[config.mk]
export PLATFORM = sky130hd
export DESIGN_NAME = prog_sequencer
export DESIGN_NICKNAME = d
export VERILOG_FILES = /design/src/rtl/prog_sequencer.sv
export SDC_FILE = /design/constraint.sdc
export NUM_CORES = 1
export LEC_CHECK = 0
export BUFFER_PORTS_ARGS = -buffer_cell sky130_fd_sc_hd__buf_2
export CORE_MARGIN = 2
export CORE_UTILIZATION = 40
export CTS_CLUSTER_DIAMETER = 40
export DETAILED_ROUTE_END_ITERATION = 12
export PLACE_DENSITY = 0.66
export SLEW_MARGIN = 5
export SYNTH_ARGS = -nofsm -noshare
export SYNTH_HDL_FRONTEND = slang
export SYNTH_SLANG_ARGS = --single-unit
[constraint.sdc]
create_clock -name clk -period 3.5 [get_ports clk]
set_input_delay 0.7 -clock clk [delete_from_list [all_inputs] [get_ports clk]]
set_output_delay 0.7 -clock clk [all_outputs]
set_load 0.03 [all_outputs]
[src/rtl/prog_sequencer.sv]
// prog_sequencer: small accumulator machine with a loadable program memory,
// a data memory and a four-state fetch/execute controller. Every instruction
// costs one FETCH cycle and one EXEC cycle.
//
// Handshake: prog_we is a one-cycle-per-word write strobe honoured only while
// the controller rests in IDLE or HALT. A write takes precedence over run.
// run is a level sampled on the clock edge in IDLE or HALT. portout_valid is
// a single-cycle qualifier for the value now sitting on portout.
module prog_sequencer #(
  parameter int DW  = 4,
  parameter int AW  = 4,
  parameter int DAW = 4
) (
  input  logic          clk,
  input  logic          PC_reset,
  input  logic          prog_we,
  input  logic [3:0]    prog_opc,
  input  logic [DW-1:0] prog_opr,
  input  logic          run,
  input  logic [DW-1:0] portin,
  output logic [DW-1:0] portout,
  output logic          portout_valid,
  output logic          busy,
  output logic          halted,
  output logic [AW-1:0] pc,
  output logic          zflag,
  output logic          cflag
);

  typedef enum logic [1:0] {
    S_IDLE  = 2'd0,
    S_FETCH = 2'd1,
    S_EXEC  = 2'd2,
    S_HALT  = 2'd3
  } state_t;

  localparam logic [3:0] OP_ADD  = 4'h0;
  localparam logic [3:0] OP_SUB  = 4'h1;
  localparam logic [3:0] OP_AND  = 4'h2;
  localparam logic [3:0] OP_OR   = 4'h3;
  localparam logic [3:0] OP_LD   = 4'h4;
  localparam logic [3:0] OP_ST   = 4'h5;
  localparam logic [3:0] OP_LDI  = 4'h6;
  localparam logic [3:0] OP_OUT  = 4'h7;
  localparam logic [3:0] OP_MOV  = 4'h8;
  localparam logic [3:0] OP_JMP  = 4'h9;
  localparam logic [3:0] OP_JZ   = 4'hA;
  localparam logic [3:0] OP_JC   = 4'hB;
  localparam logic [3:0] OP_IN   = 4'hC;
  localparam logic [3:0] OP_XOR  = 4'hD;
  localparam logic [3:0] OP_NOP  = 4'hE;
  localparam logic [3:0] OP_HALT = 4'hF;

  state_t          state_q, state_d;
  logic [AW-1:0]   pc_q, pc_d;
  logic [AW-1:0]   load_ptr_q, load_ptr_d;
  logic [DW-1:0]   y_q, y_d;
  logic [DW-1:0]   y1_q, y1_d;
  logic [DW-1:0]   portout_q, portout_d;
  logic            z_q, z_d;
  logic            c_q, c_d;
  logic            valid_q, valid_d;
  logic [3:0]      ir_opc_q, ir_opc_d;
  logic [DW-1:0]   ir_opr_q, ir_opr_d;

  // Memories are never reset; they keep the program and data across PC_reset.
  logic [DW+3:0]   pm_q [2**AW];
  logic [DW-1:0]   dm_q [2**DAW];

  logic            pm_we;
  logic            dm_we;
  logic [DW:0]     sum_w;
  logic [DW:0]     diff_w;
  logic [AW-1:0]   tgt_w;
  logic [DAW-1:0]  dma_w;
  logic [DW-1:0]   dm_rd_w;

  // The extra top bit of the widened add/subtract is carry-out resp. borrow.
  assign sum_w   = {1'b0, y_q} + {1'b0, y1_q};
  assign diff_w  = {1'b0, y_q} - {1'b0, y1_q};
  assign tgt_w   = ir_opr_q[AW-1:0];
  assign dma_w   = ir_opr_q[DAW-1:0];
  assign dm_rd_w = dm_q[dma_w];

  // Next-state, datapath update and memory write enables.
  always_comb begin
    state_d    = state_q;
    pc_d       = pc_q;
    load_ptr_d = load_ptr_q;
    y_d        = y_q;
    y1_d       = y1_q;
    portout_d  = portout_q;
    z_d        = z_q;
    c_d        = c_q;
    valid_d    = 1'b0;
    ir_opc_d   = ir_opc_q;
    ir_opr_d   = ir_opr_q;
    pm_we      = 1'b0;
    dm_we      = 1'b0;
    case (state_q)
      S_IDLE, S_HALT: begin
        if (prog_we) begin
          pm_we      = 1'b1;
          load_ptr_d = load_ptr_q + 1'b1;
        end else if (run) begin
          pc_d    = '0;
          state_d = S_FETCH;
        end
      end
      S_FETCH: begin
        {ir_opc_d, ir_opr_d} = pm_q[pc_q];
        state_d              = S_EXEC;
      end
      S_EXEC: begin
        pc_d    = pc_q + 1'b1;
        state_d = S_FETCH;
        case (ir_opc_q)
          OP_ADD:  begin y_d = sum_w[DW-1:0];  c_d = sum_w[DW];  end
          OP_SUB:  begin y_d = diff_w[DW-1:0]; c_d = diff_w[DW]; end
          OP_AND:  y_d = y_q & y1_q;
          OP_OR:   y_d = y_q | y1_q;
          OP_LD:   y_d = dm_rd_w;
          OP_ST:   dm_we = 1'b1;
          OP_LDI:  y_d = ir_opr_q;
          OP_OUT:  begin portout_d = y_q; valid_d = 1'b1; end
          OP_MOV:  y1_d = y_q;
          OP_JMP:  pc_d = tgt_w;
          OP_JZ:   if (z_q) pc_d = tgt_w;
          OP_JC:   if (c_q) pc_d = tgt_w;
          OP_IN:   y_d = portin;
          OP_XOR:  y_d = y_q ^ y1_q;
          OP_NOP:  ;
          OP_HALT: begin pc_d = pc_q; state_d = S_HALT; end
          default: ;
        endcase
        // Only instructions that produce a new accumulator value touch zflag.
        case (ir_opc_q)
          OP_ADD, OP_SUB, OP_AND, OP_OR, OP_LD, OP_LDI, OP_IN, OP_XOR:
            z_d = (y_d == '0);
          default: ;
        endcase
      end
      default: state_d = S_IDLE;
    endcase
  end

  // Controller and datapath registers; reset wins over everything.
  always_ff @(posedge clk) begin
    if (PC_reset) begin
      state_q    <= S_IDLE;
      pc_q       <= '0;
      load_ptr_q <= '0;
      y_q        <= '0;
      y1_q       <= '0;
      portout_q  <= '0;
      z_q        <= 1'b0;
      c_q        <= 1'b0;
      valid_q    <= 1'b0;
      ir_opc_q   <= '0;
      ir_opr_q   <= '0;
    end else begin
      state_q    <= state_d;
      pc_q       <= pc_d;
      load_ptr_q <= load_ptr_d;
      y_q        <= y_d;
      y1_q       <= y1_d;
      portout_q  <= portout_d;
      z_q        <= z_d;
      c_q        <= c_d;
      valid_q    <= valid_d;
      ir_opc_q   <= ir_opc_d;
      ir_opr_q   <= ir_opr_d;
    end
  end

  // Memory writes, suppressed in any cycle where reset is asserted.
  always_ff @(posedge clk) begin
    if (!PC_reset) begin
      if (pm_we) pm_q[load_ptr_q] <= {prog_opc, prog_opr};
      if (dm_we) dm_q[dma_w]      <= y_q;
    end
  end

  assign portout       = portout_q;
  assign portout_valid = valid_q;
  assign busy          = (state_q == S_FETCH) || (state_q == S_EXEC);
  assign halted        = (state_q == S_HALT);
  assign pc            = pc_q;
  assign zflag         = z_q;
  assign cflag         = c_q;

endmodule

==> impl_metrics.json <==
{
  "hold_viol_final": 0,
  "start_kind": "flop",
  "power.internal_mw": 4.96,
  "period_share_pct": 70.5,
  "synth-seq-cells": 225,
  "clkTransAtPathRegs_ns": 0.06,
  "slew_headroom_pct": 33.1,
  "dp.cells": 925,
  "clockPowerShare_pct": 44.4,
  "yosys_warnings": 0,
  "cts_hold_buffers": 0,
  "status": "finished, final reports clean",
  "drtIter0Drc": 331,
  "path_buf_inv": 1,
  "setup_viol": 0,
  "start_util_pct": 41.0,
  "cts-htree-levels": 1,
  "grtUsageMet1_pct": 19.6,
  "fin_skew_ns": 0.0202,
  "numPortBuffers": 28,
  "fmax_mhz": 405,
  "clockBufferDepth": 3,
  "grt_max_degree": 37,
  "maxCapViolations": 0,
  "fin_util_pct": 47.3,
  "vias_per_cell": 5.34,
  "grt.overflow.total": 0,
  "busiest_layer": "met2",
  "dp_hpwl_mm": 13.1,
  "synthFlopType": "edfxtp_1",
  "grt_pass1_vias": 5559,
  "clock_sinks": 225,
  "final_common_cell": "edfxtp_1",
  "fin_hold_ws_ns": 0.480,
  "cp_slowest_cell": "nor3_1",
  "tritoncts": "yes",
  "use_met2_pct": 26.6,
  "nFillCells": 1986,
  "rsz0062_at_grt": "false",
  "cts_buffers": 30,
  "slowest_delay_ns": 0.60,
  "total_leakage_power_nw": 3.61,
  "crit_required_ns": 3.66,
  "placementRows": 56,
  "slew_violations": 0,
  "die_w_microns": 160,
  "worst_path_dominant_cell_family": "simple AND/OR/NAND/NOR gates",
  "async_flop_share_pct": 0,
  "coreArea_sq_um": 23600,
  "synth_edf_count": 192,
  "end_kind": "flop",
  "path_max_fanout": 6,
  "power_mw": 6.54,
  "ys_seq_area_share_pct": 66.3,
  "multi_input_area_sq_um": 3000,
  "switchingPower_mw": 1.57,
  "synth_cell_type_count": 57,
  "grt_use_met3_pct": 2.49,
  "grt_pass1_wl_mm": 30.7,
  "grt_usage_pct": 15.3,
  "crit_type": "flop to flop",
  "layout.area.seq_sq_um": 6430,
  "min_path_type": "input port to flop",
  "routed-via-count": 5226,
  "peakVddDrop_v": 0.000359,
  "diodes": 0,
  "fin_tns_setup_ns": 0,
  "drive_gt1_share_pct": 23.9,
  "seq_power_share_pct": 46.5,
  "synth.avg_cell_area_sq_um": 16.3,
  "p_sw_share_pct": 24.1,
  "power_density_nw_per_um2": 585,
  "dr.pass1.iters": 5,
  "layout_min_cycle_time_ns": 2.47,
  "synth_area_sq_um": 9690,
  "critical_path.cell_chain": "inv_1 -> ha_1 -> nor2b_1 -> nand4b_1 -> nor2_1 -> nand2_1 -> nor3_1",
  "synth_nets": 633,
  "synthCells": 595,
  "chipHeight_microns": 160,
  "die_area_sq_um": 25500,
  "drt.antenna.violating_nets": 0,
  "worst_slew_pin_slew_ns": 1.00,
  "wirelength_mm": 19.2,
  "drc": 0,
  "cts_setup_buffers": 0,
  "root_buffer": "clkbuf_16",
  "clk_latency_ns": 0.54,
  "antenna_found_initial": 0,
  "final_cells": 979,
  "arrival_ns": 2.63,
  "syn2layout_area_growth_pct": 15.2,
  "ios": 29,
  "gp_congestion": 0.846,
  "mostFrequentLayoutCells": "edfxtp_1 (192), nor2_1 (71), mux4_2 (50)",
  "cts_resized": 0,
  "wl_per_cell_microns": 19.6,
  "combPwrFrac_pct": 9.1,
  "nNetsFinal": 676
}
-- cells in the mapped netlist (all sizes together), types with 3 or more instances --
library cell / number / area, sq um
xnor2: 5 / 43.8
inv: 20 / 75.1
nand3: 10 / 50.1
nand4: 4 / 25.0
nand2b: 9 / 56.3
o21ai: 12 / 60.1
buf: 17 / 126
o22ai: 3 / 18.8
nor2: 71 / 267
ha: 21 / 263
dfxtp: 33 / 661
a31oi: 3 / 18.8
nor4: 4 / 37.5
nand2: 24 / 90.1
mux2: 4 / 45.0
edfxtp: 192 / 5770
nor2b: 4 / 25.0
mux2i: 27 / 270
a21oi: 9 / 45.0
nor3: 12 / 65.1
clkbuf: 17 / 63.8
mux4: 56 / 1280
a22oi: 3 / 22.5
-- path summary, 6_finish.rpt --
| check | startpoint | end | slack, ns | depth (start not counted) |
|---|---|---|---|---|
| worst max-delay path | state_q[0] | dm_q[4][1] | 1.03 | 7 |
| worst min-delay path | PC_reset | load_ptr_q[2] | 0.48 | 2 |
| worst max register to register | state_q[0] | dm_q[4][1] | 1.03 | 7 |
| worst min register to register | portout[2] | portout[2] | 0.51 | 2 |
-- cells by family (layout without fill, tap and decap cells) --
logic type,Yosys count,after routing,synth area share (%)
buffers and inverters,54,119,2.74
XOR/XNOR,6,6,0.542
flip-flops,225,225,66.3
AND/OR/NAND/NOR,152,152,7.49
AO/OA/AOI/OAI,49,49,3.51
adder cells (fa/ha/maj),22,22,2.92
multiplexers,87,87,16.5
-- state kept, by name (all words and copies together) (netlist names) --
signal         cells
y1_q               4
y_q                4
load_ptr_q         4
dma_w              4
pc                 4
pm_q             128
ir_opc_q           4
state_q            2
portout_valid      1
portout            4
zflag              1
dm_q              64
cflag              1
-- metrics by stage --
step           setup slack, ns  cell area [sq um]
6_report                  1.03              11200
4_1_cts                   1.01              11200
3_5_place_dp              1.04              10200
2_1_floorplan            0.914               9690
3_3_place_gp              1.07              10200
5_1_grt                  0.783              11200
-- per-layer routing --
metal,up-vias,part of all wire (%)
met4,0,2.6
li1,2411,-
met1,2643,42
met2,141,51
met3,31,4.4
met5,-,0
-- layout make-up --
cell class              count  area share (%)
multi-input cells         316            26.9
inverters                  20           0.672
clock buffers              34            7.14
clock inverters            20            1.66
well taps                 319            3.58
flip-flops and latches    225            57.6
repair buffers             45            2.51
-- power groups by stage --
stage          sequential (mW)  combinational (mW)  clock [mW]
4_1_cts                   3.04               0.599        2.96
2_1_floorplan             3.07               0.445           0
6_report                  3.04               0.595        2.90
5_1_grt                   3.05               0.653        3.07
3_5_place_dp              3.09               0.593           0
3_3_place_gp              3.09               0.577           0
(Power assumes the default switching activity.)
